## config.mk

```make
export PLATFORM = sky130hd
export DESIGN_NAME = gb_ppu_timing_flat
export DESIGN_NICKNAME = d
export VERILOG_FILES = /design/src/rtl/gb_ppu_timing_pkg.sv /design/src/rtl/gb_ppu_timing_if.sv /design/src/rtl/gb_ppu_stat_irq.sv /design/src/rtl/gb_ppu_timing.sv /design/src/flat_wrapper.sv
export SDC_FILE = /design/constraint.sdc
export NUM_CORES = 1
export LEC_CHECK = 0
export ABC_AREA = 1
export BUFFER_PORTS_ARGS = -buffer_cell sky130_fd_sc_hd__buf_2
export CELL_PAD_IN_SITES_DETAIL_PLACEMENT = 0
export CELL_PAD_IN_SITES_GLOBAL_PLACEMENT = 1
export CORE_AREA = 2 2 75 77
export CTS_CLUSTER_SIZE = 14
export DETAILED_ROUTE_END_ITERATION = 8
export DIE_AREA = 0 0 77 79
export PLACE_DENSITY = 0.93
export REMOVE_ABC_BUFFERS = 1
export SYNTH_ARGS = -nofsm -noshare
export SYNTH_HDL_FRONTEND = slang
export SYNTH_SLANG_ARGS = --single-unit
```

## constraint.sdc

```tcl
create_clock -name clk -period 3.3 [get_ports clk]
set_clock_uncertainty 0.2 [all_clocks]
set_input_delay 0.165 -clock clk [delete_from_list [all_inputs] [get_ports clk]]
set_output_delay 0.165 -clock clk [all_outputs]
set_load 0.02 [all_outputs]
```

## src/rtl/gb_ppu_timing_pkg.sv

```systemverilog
// Shared types and DMG timing constants for the PPU timing engine.
package gb_ppu_timing_pkg;

    typedef enum logic [1:0] {
        MODE_HBLANK   = 2'd0,
        MODE_VBLANK   = 2'd1,
        MODE_OAM_SCAN = 2'd2,
        MODE_DRAWING  = 2'd3
    } ppu_mode_state_t;

    localparam int DMG_DOTS_PER_LINE  = 456;
    localparam int DMG_VISIBLE_LINES  = 144;
    localparam int DMG_TOTAL_LINES    = 154;
    localparam int DMG_OAM_SCAN_DOTS  = 80;
    localparam int DMG_MODE3_MAX_DOTS = 289;

    // STAT[6:3] interrupt source enables
    typedef struct packed {
        logic lyc;
        logic mode2;
        logic mode1;
        logic mode0;
    } stat_enables_t;

    // OR of every enabled STAT interrupt source
    function automatic logic stat_line_of(stat_enables_t en, logic lyc_eq, ppu_mode_state_t mode);
        return (en.lyc   & lyc_eq) |
               (en.mode2 & (mode == MODE_OAM_SCAN)) |
               (en.mode1 & (mode == MODE_VBLANK)) |
               (en.mode0 & (mode == MODE_HBLANK));
    endfunction

endpackage

```

## src/rtl/gb_ppu_timing_if.sv

```systemverilog
// Control/status bundle between the CPU-facing side and the PPU timing engine.
interface gb_ppu_timing_if #(
    parameter int LY_W  = 8,
    parameter int DOT_W = 9
);
    logic              lcd_en;
    logic              stat_wr;
    logic [3:0]        stat_wdata;
    logic              lyc_wr;
    logic [LY_W-1:0]   lyc_wdata;
    logic              mode3_done;

    logic [1:0]        ppu_mode;
    logic [LY_W-1:0]   ly;
    logic [DOT_W-1:0]  dot;
    logic [7:0]        stat_rd;
    logic              lyc_eq;
    logic              line_start;
    logic              irq_vblank;
    logic              irq_stat;

    modport master (
        output lcd_en, stat_wr, stat_wdata, lyc_wr, lyc_wdata, mode3_done,
        input  ppu_mode, ly, dot, stat_rd, lyc_eq, line_start, irq_vblank, irq_stat
    );

    modport slave (
        input  lcd_en, stat_wr, stat_wdata, lyc_wr, lyc_wdata, mode3_done,
        output ppu_mode, ly, dot, stat_rd, lyc_eq, line_start, irq_vblank, irq_stat
    );
endinterface

```

## src/rtl/gb_ppu_stat_irq.sv

```systemverilog
// STAT interrupt line combine and rising-edge detect (STAT blocking).
// Build option STAT_WRITE_BUG_EN: a STAT write during HBLANK/VBLANK or while
// LY==LYC briefly sees all enables set, as on original DMG hardware.
module gb_ppu_stat_irq
    import gb_ppu_timing_pkg::*;
(
    input  logic            clk,
    input  logic            reset,
    input  logic            i_active,
    input  logic            i_lcd_en,
`ifdef STAT_WRITE_BUG_EN
    input  logic            i_stat_wr,
`endif
    input  stat_enables_t   i_en,
    input  logic            i_lyc_eq,
    input  ppu_mode_state_t i_mode,
    output logic            o_irq_stat
);

    stat_enables_t w_en_eff;
    logic          w_stat_line;
    logic          r_stat_line_q;

`ifdef STAT_WRITE_BUG_EN
    logic w_wr_bug;
    assign w_wr_bug = i_active & i_lcd_en & i_stat_wr &
                      ((i_mode == MODE_HBLANK) | (i_mode == MODE_VBLANK) | i_lyc_eq);
    assign w_en_eff = w_wr_bug ? stat_enables_t'(4'hF) : i_en;
`else
    assign w_en_eff = i_en;
`endif

    // The line only exists while the timing engine is running
    assign w_stat_line = i_active & stat_line_of(w_en_eff, i_lyc_eq, i_mode);
    assign o_irq_stat  = w_stat_line & ~r_stat_line_q;

    // Remember the previous line level; cleared whenever the LCD is off
    always_ff @(posedge clk or posedge reset) begin
        if (reset) begin
            r_stat_line_q <= 1'b0;
        end else begin
            r_stat_line_q <= i_lcd_en ? w_stat_line : 1'b0;
        end
    end

endmodule

```

## src/rtl/gb_ppu_timing.sv

```systemverilog
// PPU line/frame timing engine: dot/LY counters, mode FSM, STAT/LYC
// registers, VBlank and STAT interrupts. Defaults give DMG timing.
// Build option STAT_WRITE_BUG_EN enables the DMG STAT-write spurious IRQ.
module gb_ppu_timing
    import gb_ppu_timing_pkg::*;
#(
    parameter int DOTS_PER_LINE  = DMG_DOTS_PER_LINE,
    parameter int VISIBLE_LINES  = DMG_VISIBLE_LINES,
    parameter int TOTAL_LINES    = DMG_TOTAL_LINES,
    parameter int OAM_SCAN_DOTS  = DMG_OAM_SCAN_DOTS,
    parameter int MODE3_MAX_DOTS = DMG_MODE3_MAX_DOTS,
    parameter int LY_W           = 8
)(
    input  logic           clk,
    input  logic           reset,
    gb_ppu_timing_if.slave bus
);

    localparam int DOT_W = $clog2(DOTS_PER_LINE);

    localparam logic [DOT_W-1:0] LAST_DOT   = DOT_W'(DOTS_PER_LINE - 1);
    localparam logic [DOT_W-1:0] DRAW_DOT   = DOT_W'(OAM_SCAN_DOTS);
    localparam logic [DOT_W-1:0] M3_END_DOT = DOT_W'(OAM_SCAN_DOTS + MODE3_MAX_DOTS - 1);
    localparam logic [LY_W-1:0]  LAST_LY    = LY_W'(TOTAL_LINES - 1);
    localparam logic [LY_W-1:0]  VBLANK_LY  = LY_W'(VISIBLE_LINES);

    logic [DOT_W-1:0] r_dot;
    logic [LY_W-1:0]  r_ly;
    ppu_mode_state_t  r_mode;
    logic             r_active;
    logic             r_line_start;
    logic             r_irq_vblank;
    stat_enables_t    r_en;
    logic [LY_W-1:0]  r_lyc;

    logic             w_dot_wrap;
    logic [DOT_W-1:0] w_dot_nxt;
    logic [LY_W-1:0]  w_ly_nxt;
    logic             w_lyc_eq;
    logic             w_irq_stat;

    // Next-position arithmetic for the free-running dot/line counters
    always_comb begin
        w_dot_wrap = (r_dot == LAST_DOT);
        w_dot_nxt  = w_dot_wrap ? '0 : r_dot + 1'b1;
        w_ly_nxt   = r_ly;
        if (w_dot_wrap) begin
            w_ly_nxt = (r_ly == LAST_LY) ? '0 : r_ly + 1'b1;
        end
    end

    // Mode FSM with counters and registered line_start/irq_vblank pulses
    always_ff @(posedge clk or posedge reset) begin
        if (reset) begin
            r_dot        <= '0;
            r_ly         <= '0;
            r_mode       <= MODE_HBLANK;
            r_active     <= 1'b0;
            r_line_start <= 1'b0;
            r_irq_vblank <= 1'b0;
        end else if (!bus.lcd_en) begin
            r_dot        <= '0;
            r_ly         <= '0;
            r_mode       <= MODE_HBLANK;
            r_active     <= 1'b0;
            r_line_start <= 1'b0;
            r_irq_vblank <= 1'b0;
        end else if (!r_active) begin
            // first enabled cycle always starts a fresh frame
            r_dot        <= '0;
            r_ly         <= '0;
            r_mode       <= MODE_OAM_SCAN;
            r_active     <= 1'b1;
            r_line_start <= 1'b1;
            r_irq_vblank <= 1'b0;
        end else begin
            r_dot        <= w_dot_nxt;
            r_ly         <= w_ly_nxt;
            r_line_start <= w_dot_wrap;
            r_irq_vblank <= w_dot_wrap && (w_ly_nxt == VBLANK_LY);
            if (w_ly_nxt >= VBLANK_LY) begin
                r_mode <= MODE_VBLANK;
            end else if (w_dot_wrap) begin
                r_mode <= MODE_OAM_SCAN;
            end else begin
                case (r_mode)
                    MODE_OAM_SCAN: if (w_dot_nxt == DRAW_DOT) r_mode <= MODE_DRAWING;
                    MODE_DRAWING:  if (bus.mode3_done || (r_dot == M3_END_DOT)) r_mode <= MODE_HBLANK;
                    default:       r_mode <= r_mode;
                endcase
            end
        end
    end

    // CPU writes to STAT enables and LYC; accepted even with the LCD off
    always_ff @(posedge clk or posedge reset) begin
        if (reset) begin
            r_en  <= '0;
            r_lyc <= '0;
        end else begin
            if (bus.stat_wr) r_en  <= stat_enables_t'(bus.stat_wdata);
            if (bus.lyc_wr)  r_lyc <= bus.lyc_wdata;
        end
    end

    assign w_lyc_eq = (r_ly == r_lyc);

    gb_ppu_stat_irq u_stat_irq (
        .clk        (clk),
        .reset      (reset),
        .i_active   (r_active),
        .i_lcd_en   (bus.lcd_en),
`ifdef STAT_WRITE_BUG_EN
        .i_stat_wr  (bus.stat_wr),
`endif
        .i_en       (r_en),
        .i_lyc_eq   (w_lyc_eq),
        .i_mode     (r_mode),
        .o_irq_stat (w_irq_stat)
    );

    assign bus.ppu_mode   = r_mode;
    assign bus.ly         = r_ly;
    assign bus.dot        = r_dot;
    assign bus.stat_rd    = {1'b1, r_en, w_lyc_eq, r_mode};
    assign bus.lyc_eq     = w_lyc_eq;
    assign bus.line_start = r_line_start;
    assign bus.irq_vblank = r_irq_vblank;
    assign bus.irq_stat   = w_irq_stat;

endmodule

```

## src/flat_wrapper.sv

```systemverilog
// flat-port wrapper written by rule: the top's interface ports become plain ports
module gb_ppu_timing_flat import gb_ppu_timing_pkg::*;
#(
    parameter int DOTS_PER_LINE  = DMG_DOTS_PER_LINE,
    parameter int VISIBLE_LINES  = DMG_VISIBLE_LINES,
    parameter int TOTAL_LINES    = DMG_TOTAL_LINES,
    parameter int OAM_SCAN_DOTS  = DMG_OAM_SCAN_DOTS,
    parameter int MODE3_MAX_DOTS = DMG_MODE3_MAX_DOTS,
    parameter int LY_W           = 8
)
  (clk, reset, bus_lcd_en, bus_stat_wr, bus_stat_wdata, bus_lyc_wr, bus_lyc_wdata, bus_mode3_done, bus_ppu_mode, bus_ly, bus_dot, bus_stat_rd, bus_lyc_eq, bus_line_start, bus_irq_vblank, bus_irq_stat);
  gb_ppu_timing_if #(.LY_W(LY_W), .DOT_W(9)) bus_i ();
  input  logic clk;
  input  logic reset;
  input wire logic [$bits(bus_i.lcd_en)-1:0] bus_lcd_en;
  input wire logic [$bits(bus_i.stat_wr)-1:0] bus_stat_wr;
  input wire logic [$bits(bus_i.stat_wdata)-1:0] bus_stat_wdata;
  input wire logic [$bits(bus_i.lyc_wr)-1:0] bus_lyc_wr;
  input wire logic [$bits(bus_i.lyc_wdata)-1:0] bus_lyc_wdata;
  input wire logic [$bits(bus_i.mode3_done)-1:0] bus_mode3_done;
  output wire logic [$bits(bus_i.ppu_mode)-1:0] bus_ppu_mode;
  output wire logic [$bits(bus_i.ly)-1:0] bus_ly;
  output wire logic [$bits(bus_i.dot)-1:0] bus_dot;
  output wire logic [$bits(bus_i.stat_rd)-1:0] bus_stat_rd;
  output wire logic [$bits(bus_i.lyc_eq)-1:0] bus_lyc_eq;
  output wire logic [$bits(bus_i.line_start)-1:0] bus_line_start;
  output wire logic [$bits(bus_i.irq_vblank)-1:0] bus_irq_vblank;
  output wire logic [$bits(bus_i.irq_stat)-1:0] bus_irq_stat;
  assign bus_i.lcd_en = bus_lcd_en;
  assign bus_i.stat_wr = bus_stat_wr;
  assign bus_i.stat_wdata = bus_stat_wdata;
  assign bus_i.lyc_wr = bus_lyc_wr;
  assign bus_i.lyc_wdata = bus_lyc_wdata;
  assign bus_i.mode3_done = bus_mode3_done;
  assign bus_ppu_mode = bus_i.ppu_mode;
  assign bus_ly = bus_i.ly;
  assign bus_dot = bus_i.dot;
  assign bus_stat_rd = bus_i.stat_rd;
  assign bus_lyc_eq = bus_i.lyc_eq;
  assign bus_line_start = bus_i.line_start;
  assign bus_irq_vblank = bus_i.irq_vblank;
  assign bus_irq_stat = bus_i.irq_stat;
  gb_ppu_timing #(.DOTS_PER_LINE(DOTS_PER_LINE), .VISIBLE_LINES(VISIBLE_LINES), .TOTAL_LINES(TOTAL_LINES), .OAM_SCAN_DOTS(OAM_SCAN_DOTS), .MODE3_MAX_DOTS(MODE3_MAX_DOTS), .LY_W(LY_W)) u_core (.clk(clk), .reset(reset), .bus(bus_i));
endmodule
```

==> results.cfg <==
[outcome]
status = completed

[timing]
fin_tns_setup_ps = 0
rsz0062_at_grt = false
fmax_mhz = 397
timing.hold.ws_ps = 9.65
relSlewSlack_pct = 60.2
setup-violations-final = 0
slew_violations = 0
finalCritPeriodShare_pct = 76.3
period_minus_slack_ps = 2520
hold_viol_final = 0
setup_ws_ps = 782
tightest_slew_ps = 596

[global_routing]
grt_max_degree = 36
grt_pass1_wl_um = 8560
grt_pass1_vias = 1870
grt_antenna_before_repair = 0
grt_overflow = 0
grt_usage_pct = 17.6

[pwr]
ir_worst_vdd_uv = 178
p_leak_nw = 1.41
powerDensity_nw_per_um2 = 343

[worst_setup_path]
crit_type = reg2out
critPathCapture = bus_irq_stat
r2r_slack_ps = 1170
arrival_ps = 2150
max_stage_delay_ps = 460
rr_worst_depth = 9
required_ps = 2930
crit_chain = or2_2, a21oi_1, nand2_1, nor3_1, nand2_1, o211ai_1, nand2_1, nor2_1, buf_2
worstPathMaxFanout = 6
critPathLaunchType = register
cp_slowest_cell = dfrtp_1
crit_top_cell = nand2_1
crit_path_start = u_core.bus.ly[5]
rr_endpoint = u_core.bus.irq_vblank
reg2reg_from = u_core.bus.dot[0]
critPathCaptureType = output pin

[placement]
hpwl_um = 3640
io_buffers = 47
place_ws_ps = 1110
gp_congestion = 0.883
place_inst = 394

[run]
maxCapViolations = 0

[drt]
drtPass1Iterations = 4
vias = 1982
wire_per_inst_um = 11.8
drcViolationCount = 0
wirelength_um = 4990
drt_iter0_drc = 112
vias_per_cell = 4.70
antenna_left = 0

[final_layout]
finalNonFillerCells = 422
multi_input_area_um2 = 1050
final_cell_mix = nand2_1, buf_2, dfrtp_1
diodes = 0
nNetsFinal = 371
area_growth_syn_to_layout_pct = 27.1
regArea_um2 = 876
final_common_cell = nand2_1
nFillCells = 566
drive_above_1_share_pct = 24.9

[cts]
cts_made_buffers = 5
cts_root_buffer = clkbuf_8
clock_sinks = 35
post_cts_buffers = 0
clockBufferDepth = 2
cts_tree = done
clock_insertion_delay_worst_skew_ps = 300
cts_resized = 0
path_clk_slew_ps = 80
htreeDepth = 2

[synth]
synth_enable_flop_cells = 0
synth.distinct_cells = 32
ys_seq_area_share_pct = 41.2
synthCells = 281
yosys_warnings = 0
synth-main-ff-cell = dfrtp_1
synthArstFlopShare_pct = 100
ys_seq_elements = 35
syn_avg_cell_area_um2 = 7.57
synth.cell_area_um2 = 2130

[floorplan]
start_util_pct = 39.8
dieArea_um2 = 6080
rows = 27
fp.dieH_um = 79
core_um2 = 5340
io_pins = 49
die_w_um = 77

[worst_hold_path]
worstHoldStart = bus_lyc_wr
hold_class = in2reg
min_delay_path_depth = 3
## worst min path at each step
stage	slack [ps]	end
2_1_floorplan	-4	u_core.r_active
3_3_place_gp	80	u_core.bus.line_start
3_5_place_dp	90	u_core.r_lyc[6]
4_1_cts	10	u_core.r_lyc[7]
5_1_grt	50	u_core.r_lyc[6]
6_report	10	u_core.r_lyc[7]
## synthesized netlist by cell type (3+ instances only)
master	instances	area (µm²)
nor2_1	32	120
nand4_1	9	56.3
nor2_2	3	18.8
o21ai_0	15	75.1
ha_1	4	50.1
mux2_2	6	67.6
nand3_2	3	30.0
dfrtp_1	35	876
buf_4	4	30.0
nand3_1	20	100
nor3_1	9	45.0
inv_2	4	15.0
nand2_2	5	31.3
nand2_1	69	259
a21oi_1	8	40.0
inv_1	34	128
## state kept, by name (all words and copies together) (netlist names), 2 cells and up
| register | flops |
|---|---|
| u_core.bus.dot | 9 |
| u_core.bus.stat_rd | 4 |
| u_core.r_lyc | 8 |
| u_core.bus.ppu_mode | 2 |
| u_core.bus.ly | 8 |
## layer usage
metal | track usage (%) | part of all wire [%] | vias to the layer above | wire [µm]
met1 | 22.8 | 47 | 903 | 2350
met4 | 6.25 | 1.1 | 0 | 57
met3 | 3.41 | 3.6 | 6 | 180
met5 | 0 | 0 | - | 0
met2 | 29.4 | 48 | 43 | 2400
li1 | - | - | 1030 | -
## critical path, delay by kind of cell, from the launching register on
family          cells  cell delay [ps]
buf+inv             1              170
simple gates        6             1000
compound gates      2              240
flops               1              460
## power breakdown
part           internal [mW]  total, mW  switching, mW
Combinational         0.0612      0.134         0.0724
Sequential             0.449      0.465         0.0165
Clock                  0.151      0.328          0.177
Total                  0.661      0.926          0.266
## cells by family (layout without fill, tap and decap cells)
kind of cell | count (synthesis) | after routing | synth area share, %
mux | 6 | 6 | 3.18
flops | 35 | 35 | 41.2
xor+xnor | 3 | 3 | 1.24
fa+ha+maj | 4 | 4 | 2.35
compound gates | 29 | 29 | 7.65
buf+inv | 46 | 115 | 9.41
simple gates | 157 | 157 | 34.8
other cells | 1 | 1 | 0.176
## through the flow
stage / area [µm²] / utilization (%) / power [mW]
after global placement: 2410 / 45.2 / 0.586
after detailed placement: 2410 / 45.2 / 0.587
after global routing: 2700 / 50.7 / 0.974
final: 2700 / 50.7 / 0.926
after floorplan: 2080 / - / 0.544
after CTS: 2700 / 50.7 / 0.939
## repair_timing
| action | CTS | global route |
|---|---|---|
| endpoints found under the hold margin | 49 | 0 |
| endpoints found under the setup margin | 0 | 0 |
| hold buffers | 20 | 0 |
## layout make-up
class                   count  area share (%)
clock buffers               5            2.55
clock inverters             3           0.879
inverters                  39            5.60
multi-input cells         200            38.9
flip-flops and latches     35            32.4
well taps                  72            3.33
repair buffers             68            16.4
No activity file was read; power rests on OpenSTA's default activity.
